==> src/rtl/dot_prod_unit.sv <==
// dot_prod_unit
// Registered adder-tree reduction of the PE lane products followed by an
// accumulator. A shift op pushes the finished dot product into lane 0 of a
// lane-wide result vector and pulses dp_valid together with its address.
// Optional build macro: DOT_SATURATE_EN -- when defined, every tree adder and
// the accumulator clamp to the signed DATA_WIDTH range instead of wrapping.
module dot_prod_unit #(
    parameter int LANES      = 4,
    parameter int DATA_WIDTH = 32,
    parameter int ADDR_WIDTH = 10
) (
    input  logic                         clk,
    input  logic                         rstn,
    input  logic                         half_clk,
    input  logic                         dot_prod_en,
    input  logic                         shift,
    input  logic [ADDR_WIDTH-1:0]        r_addr,
    input  logic [LANES*DATA_WIDTH-1:0]  prod,
    output logic [LANES*DATA_WIDTH-1:0]  dp_vec,
    output logic                         dp_valid,
    output logic [ADDR_WIDTH-1:0]        dp_addr,
    output logic                         busy
);

    localparam int STAGES = $clog2(LANES);
    // Tree nodes are stored flat: stage 1 first, root last.
    localparam int NODES  = LANES - 1;
    localparam int ROOT   = LANES - 2;

    // First flat index of the nodes belonging to tree stage k.
    function automatic int node_off(input int k);
        return LANES - (LANES >> (k - 1));
    endfunction

    // Single adder used everywhere so the tree and the accumulator share one
    // overflow behaviour.
    function automatic logic [DATA_WIDTH-1:0] add_op(
        input logic [DATA_WIDTH-1:0] a,
        input logic [DATA_WIDTH-1:0] b
    );
`ifdef DOT_SATURATE_EN
        logic [DATA_WIDTH:0] s;
        s = {a[DATA_WIDTH-1], a} + {b[DATA_WIDTH-1], b};
        if (s[DATA_WIDTH] != s[DATA_WIDTH-1])
            return s[DATA_WIDTH] ? {1'b1, {(DATA_WIDTH-1){1'b0}}}
                                 : {1'b0, {(DATA_WIDTH-1){1'b1}}};
        return s[DATA_WIDTH-1:0];
`else
        return a + b;
`endif
    endfunction

    logic                   accept;
    logic [DATA_WIDTH-1:0]  node_next [0:NODES-1];
    logic [DATA_WIDTH-1:0]  node_reg  [0:NODES-1];
    logic [STAGES:1]        vld_next, vld_reg;
    logic [STAGES:1]        shf_next, shf_reg;
    logic [ADDR_WIDTH-1:0]  adr_next [1:STAGES];
    logic [ADDR_WIDTH-1:0]  adr_reg  [1:STAGES];
    logic                   busy_reg;

    logic [DATA_WIDTH-1:0]        acc_reg;
    logic [DATA_WIDTH-1:0]        final_sum;
    logic [LANES*DATA_WIDTH-1:0]  dp_vec_reg;
    logic                         dp_valid_reg;
    logic [ADDR_WIDTH-1:0]        dp_addr_reg;

    assign accept = half_clk & dot_prod_en;

    genvar gi, gj;
    generate
        for (gi = 1; gi <= STAGES; gi++) begin : g_stage
            for (gj = 0; gj < (LANES >> gi); gj++) begin : g_node
                if (gi == 1) begin : g_leaf
                    assign node_next[gj] =
                        add_op(prod[(2*gj)*DATA_WIDTH +: DATA_WIDTH],
                               prod[(2*gj+1)*DATA_WIDTH +: DATA_WIDTH]);
                end else begin : g_inner
                    assign node_next[node_off(gi)+gj] =
                        add_op(node_reg[node_off(gi-1)+2*gj],
                               node_reg[node_off(gi-1)+2*gj+1]);
                end
            end
        end

        // Control sideband travels alongside the data, one stage per edge.
        for (gi = 2; gi <= STAGES; gi++) begin : g_ctrl
            assign vld_next[gi] = vld_reg[gi-1];
            assign shf_next[gi] = shf_reg[gi-1];
            assign adr_next[gi] = adr_reg[gi-1];
        end
    endgenerate

    assign vld_next[1] = accept;
    assign shf_next[1] = shift;
    assign adr_next[1] = r_addr;

    // Tree data registers; contents are only meaningful where the valid is set.
    always_ff @(posedge clk) begin
        node_reg <= node_next;
        shf_reg  <= shf_next;
        adr_reg  <= adr_next;
    end

    // Stage valids and busy; reset drops every in-flight op.
    always_ff @(posedge clk) begin
        if (!rstn) begin
            vld_reg  <= '0;
            busy_reg <= 1'b0;
        end else begin
            vld_reg  <= vld_next;
            busy_reg <= |vld_next;
        end
    end

    assign final_sum = add_op(acc_reg, node_reg[ROOT]);

    // Final stage: accumulate, or finish and shift the result into lane 0.
    always_ff @(posedge clk) begin
        if (!rstn) begin
            acc_reg      <= '0;
            dp_vec_reg   <= '0;
            dp_valid_reg <= 1'b0;
            dp_addr_reg  <= '0;
        end else begin
            dp_valid_reg <= 1'b0;
            if (vld_reg[STAGES]) begin
                if (shf_reg[STAGES]) begin
                    dp_vec_reg   <= {dp_vec_reg[(LANES-1)*DATA_WIDTH-1:0], final_sum};
                    acc_reg      <= '0;
                    dp_valid_reg <= 1'b1;
                    dp_addr_reg  <= adr_reg[STAGES];
                end else begin
                    acc_reg <= final_sum;
                end
            end
        end
    end

    assign dp_vec   = dp_vec_reg;
    assign dp_valid = dp_valid_reg;
    assign dp_addr  = dp_addr_reg;
    assign busy     = busy_reg;

endmodule

==> config.mk <==
export PLATFORM = sky130hd
export DESIGN_NAME = dot_prod_unit
export DESIGN_NICKNAME = d
export VERILOG_FILES = /design/src/rtl/dot_prod_unit.sv
export SDC_FILE = /design/constraint.sdc
export NUM_CORES = 1
export LEC_CHECK = 0
export BUFFER_PORTS_ARGS = -buffer_cell sky130_fd_sc_hd__clkbuf_2
export CORE_MARGIN = 3
export CORE_UTILIZATION = 35
export DETAILED_ROUTE_END_ITERATION = 8
export MAX_ROUTING_LAYER = met4
export PLACE_DENSITY = 0.69
export SKIP_LAST_GASP = 1
export SYNTH_ARGS = -nofsm -noshare
export SYNTH_HDL_FRONTEND = slang
export SYNTH_SLANG_ARGS = --single-unit
export TNS_END_PERCENT = 20
==> constraint.sdc <==
create_clock -name clk -period 3.05 [get_ports clk]
set_input_delay 0.61 -clock clk [delete_from_list [all_inputs] [get_ports clk]]
set_output_delay 0.61 -clock clk [all_outputs]
set_load 0.05 [all_outputs]
Yosys cells after proc, flatten, opt, wreduce, memory -nomap -nowiden:

Index checks and enable logic that the tools add are counted.

* register bits after elaboration: 292
* latch bits: 0
* RAM bits: 0
* memory bits (read-only): 0
* bits of input ports: 143
* output and inout bits: 140
* memories: 0

* $add $sub $neg: 4
* multiply operators: 0
* divide/modulo/power cells: 0
* magnitude comparators: 0
* eq/ne operators: 0
* shift-type cells: 0
* multiplexer cells: 2
* bitwise operators: 1
* reduce and logical (&&, ||, !) cells: 3

Operators by type and width (count)
* adder 32 bit: 4
* two-way mux 32 bit: 1
* AND reduction 2 bit: 2
* OR reduction 2 bit: 1
* bitwise AND 1 bit: 1
* two-way mux 1 bit: 1

Logic depth before layout (Yosys ltp):

* depth in word-level cells: 2
* gate-level depth with buffers: 11
* mapped depth without buffers: 11

Worst setup path after synthesis:

No wires, ideal clock.

* kind: in2reg
* from: input port prod[4]
* to: register node_reg[95] in the netlist's numbering
* arrival: 2.805 ns
* slack: 0.129 ns
* stages on the path: 9
* buffers on the path: 0
* path through: ha_1 > a2111oi_4 > o21ai_2 > a221oi_4 > o21ai_2 > a211oi_2 > o21ai_2 > or4_1 > and3_1

RTL lines
* start: declaration: RTL line 18 `input logic [LANES*DATA_WIDTH-1:0] prod,`
* end signal: assignment: RTL line 100 `node_reg <= node_next;`
* end: declaration: RTL line 55 `logic [DATA_WIDTH-1:0] node_reg [0:NODES-1];`

Final worst setup path:

* from: register acc_reg[0]
* to: register dp_vec_reg[26], in the netlist dp_vec[26]

* cells in the longest elaborated chain, start to end: 1

RTL lines
* start: declaration: RTL line 62 `logic [DATA_WIDTH-1:0] acc_reg;`
* start signal: assignment: RTL line 134 `acc_reg <= final_sum;`
* adder 32 bit: RTL line 49 `return a + b;`
* end signal: assignment: RTL line 129 `dp_vec_reg <= {dp_vec_reg[(LANES-1)*DATA_WIDTH-1:0], final_sum};`
* end: declaration: RTL line 64 `logic [LANES*DATA_WIDTH-1:0] dp_vec_reg;`

No other way between the ends.
A chain may end at the register's enable or synchronous reset.

==> metrics <==
CTS tree built; post-synth top area cell dfxtp_1; Synth Area in XOR/XNOR 0.0666; Post-Syn Nets approximately 2,000; unrepaired setup endpoints after global routing true; die extent in x 212 um; initial core utilization 0.359; leak pwr around 0.0081 uW; Root Driver clkbuf_16; DIE AREA about 45,000 sq um; P_int 8340 uW; Largest register FFs 128; Mapped Area 14,900 sq um; Num CTS Buffers 34; count leader, synth nand2_1; Non-Filler Instances roughly 2,600; Final period util 0.966; Post-layout nets 2,300; # IOs 283; CTS clock-pin slew for the worst setup and hold paths approximately 0.06 ns; Synth top area share 0.394; DP HPWL 29,600 um; Final Hold Fails 0; met2 Use GR 0.266; Yosys reg bits 292; Synth Area in Simple Gates 0.170; Layout area overhead 23.8%; DRT antenna net count 0; fin util 0.444; antenna violations before repair 0; FP Rows 74; Combinational Power Share 0.304; Detailed Route Iter0 Violations 795; Core ar. 41,400 sq um; Worst Skew between 0.02 and 0.025 ns; CTS Sinks 292; met1 usage 0.230; Placed Cells incl. Taps 2,524; Clock Tree Buf Depth 3; DP Worst Slack -0.244 ns; post-synthesis adder-cell area fraction 0.110; synth warn 0; grt peak-use layer met2; die height about 210 um; Worst Max-Slew Pin Slew around 0.67 ns; Peak VDD IR 0.000368 V; number of synthesized flops with an enable pin 0; largest family of logic cells by synthesized area compound AO/OA/AOI/OAI gates; gr usage total 0.169; number of I/O port buffers 282; Ant. Diodes 0; Area contributors post-synth dfxtp_1 39%, ha_1 10%, nand2_1 8.3%, a21boi_0 6.5%, xnor2_1 4.2%; vias in the first global route 12,300; first-pass GRT wire length between 60,000 and 70,000 um; Post-synth top cells 327 x nand2_1, 292 x dfxtp_1, 129 x a21boi_0; Period minus WS final 2.94 ns; max cap viols 0; CP Capture Type register; syn avg cell area 8.70 sq um; library cells used by synthesis 76; count of hold-fix buffers inserted at cts 0; Final Wtd Congestion 0.874; Sw Pwr a little under 4000 uW; Data arrival, critical path roughly 3.4 ns; Achievable Freq 340 MHz; multiplexer share of the synthesized area 0.000674; global-route track usage on met3 0.0230; Pwr per Cell Area 666 nW/um^2; status finished, final reports clean; worst path setup slack after routing 0.105 ns; worst min path class primary input to register; dominant synthesized flop cell dfxtp_1; WL final 38,500 um; via count 12,900; vias per cell 5.00; # DRC 0; layout cells sized above 1 0.215; grt total ovfl 0; Clock Power Share 0.329; clk_lat worst skew 0.52 ns; Final setup viols 0; Syn Inst Count 1,708; largest net degree at the start of global routing 91; Avg WL per Cell 14.9 um; post-synthesis compound-gate area fraction 0.235; WS Path Type register to register; CP Max Fanout 4; critical path required time between 3 and 4 ns; H-tree levels 2; DRT Pass-1 Iters 5; Switching Share 0.319; max_slew headroom 0.552; CP startpoint kind register; Sequential Power Share 0.368; count of pins over their slew limit 0; Seq/Total Area, Yosys 0.394; Async S/R FF share, synth 0
metrics by stage:
step,hold slack (ns),area (sq um),total power (uW),setup TNS (ns)
2_1_floorplan,0.310,14900,7190,0
3_3_place_gp,0.310,17200,8200,-0.818
3_5_place_dp,0.312,17200,8240,-1.25
4_1_cts,0.163,18300,12400,-0.00529
5_1_grt,0.166,18400,13000,-0.316
6_report,0.191,18400,12200,0
cells in the final DEF (no fill, tap or decap), types with 40 or more instances in the layout:
master	count
ha_1	123
a21oi_1	118
o21ai_0	76
xor2_1	40
nand2_1	326
clkbuf_2	281
xnor2_1	72
a21boi_0	129
nor2_1	64
buf_4	66
dfxtp_1	292
a21o_1	45
per-layer routing:
metal  vias up  routed length (um)
met5         -                   0
met4         0                 860
met3        62                1800
met2       356               16800
met1      5841               19100
li1       6661                   -
repair_timing:
item,4_1_cts,5_1_grt
pin swaps,0,9
setup endpoints to repair,3,18
buffers inserted,0,1
resized for setup,1,10
worst max-delay path: stages (launching register included):
cell and delay, ns:
dfxtp_1 0.31, ha_2 0.18, fa_2 0.35, a211oi_2 0.25, o21bai_1 0.10, a221o_1 0.34
a211o_1 0.39, a311oi_2 0.35, o21bai_1 0.12, xnor2_1 0.20, o21ai_1 0.07, and2_1 0.17
cell families (layout without fill, tap and decap cells):
family                   after synthesis  in the layout
AND/OR/NAND/NOR                      565            565
AO/OA/AOI/OAI                        511            511
flip-flops                           292            292
adder cells (fa/ha/maj)              128            128
XOR/XNOR                             113            113
buffers and inverters                 98            443
multiplexers                           1              1
final timing paths:
kind / startpoint / to / slack, ns / cells after the start
min: r_addr[9] / adr_next[9] / 0.19 / 1
max: acc_reg[0] / dp_vec[26] / 0.11 / 11
min reg2reg: shf_reg[1] / shf_reg[2] / 0.31 / 0
max reg2reg: acc_reg[0] / dp_vec[26] / 0.11 / 11
area by class of cell:
class,instances,area (sq um)
fillers,4088,23000
repair buffers,349,1940
flip-flops and latches,292,5850
clock buffers,46,947
multi-input cells,1318,8690
inverters,34,128
clock inverters,14,178
well taps,532,666
power by group through the flow:
stage          Combinational [uW]  Sequential (uW)  Clock, uW
3_5_place_dp                 3660             4590          0
2_1_floorplan                2650             4540          0
4_1_cts                      3690             4510       4160
3_3_place_gp                 3610             4590          0
5_1_grt                      4160             4550       4300
6_report                     3720             4510       4020
No activity file was read; power rests on OpenSTA's default activity.
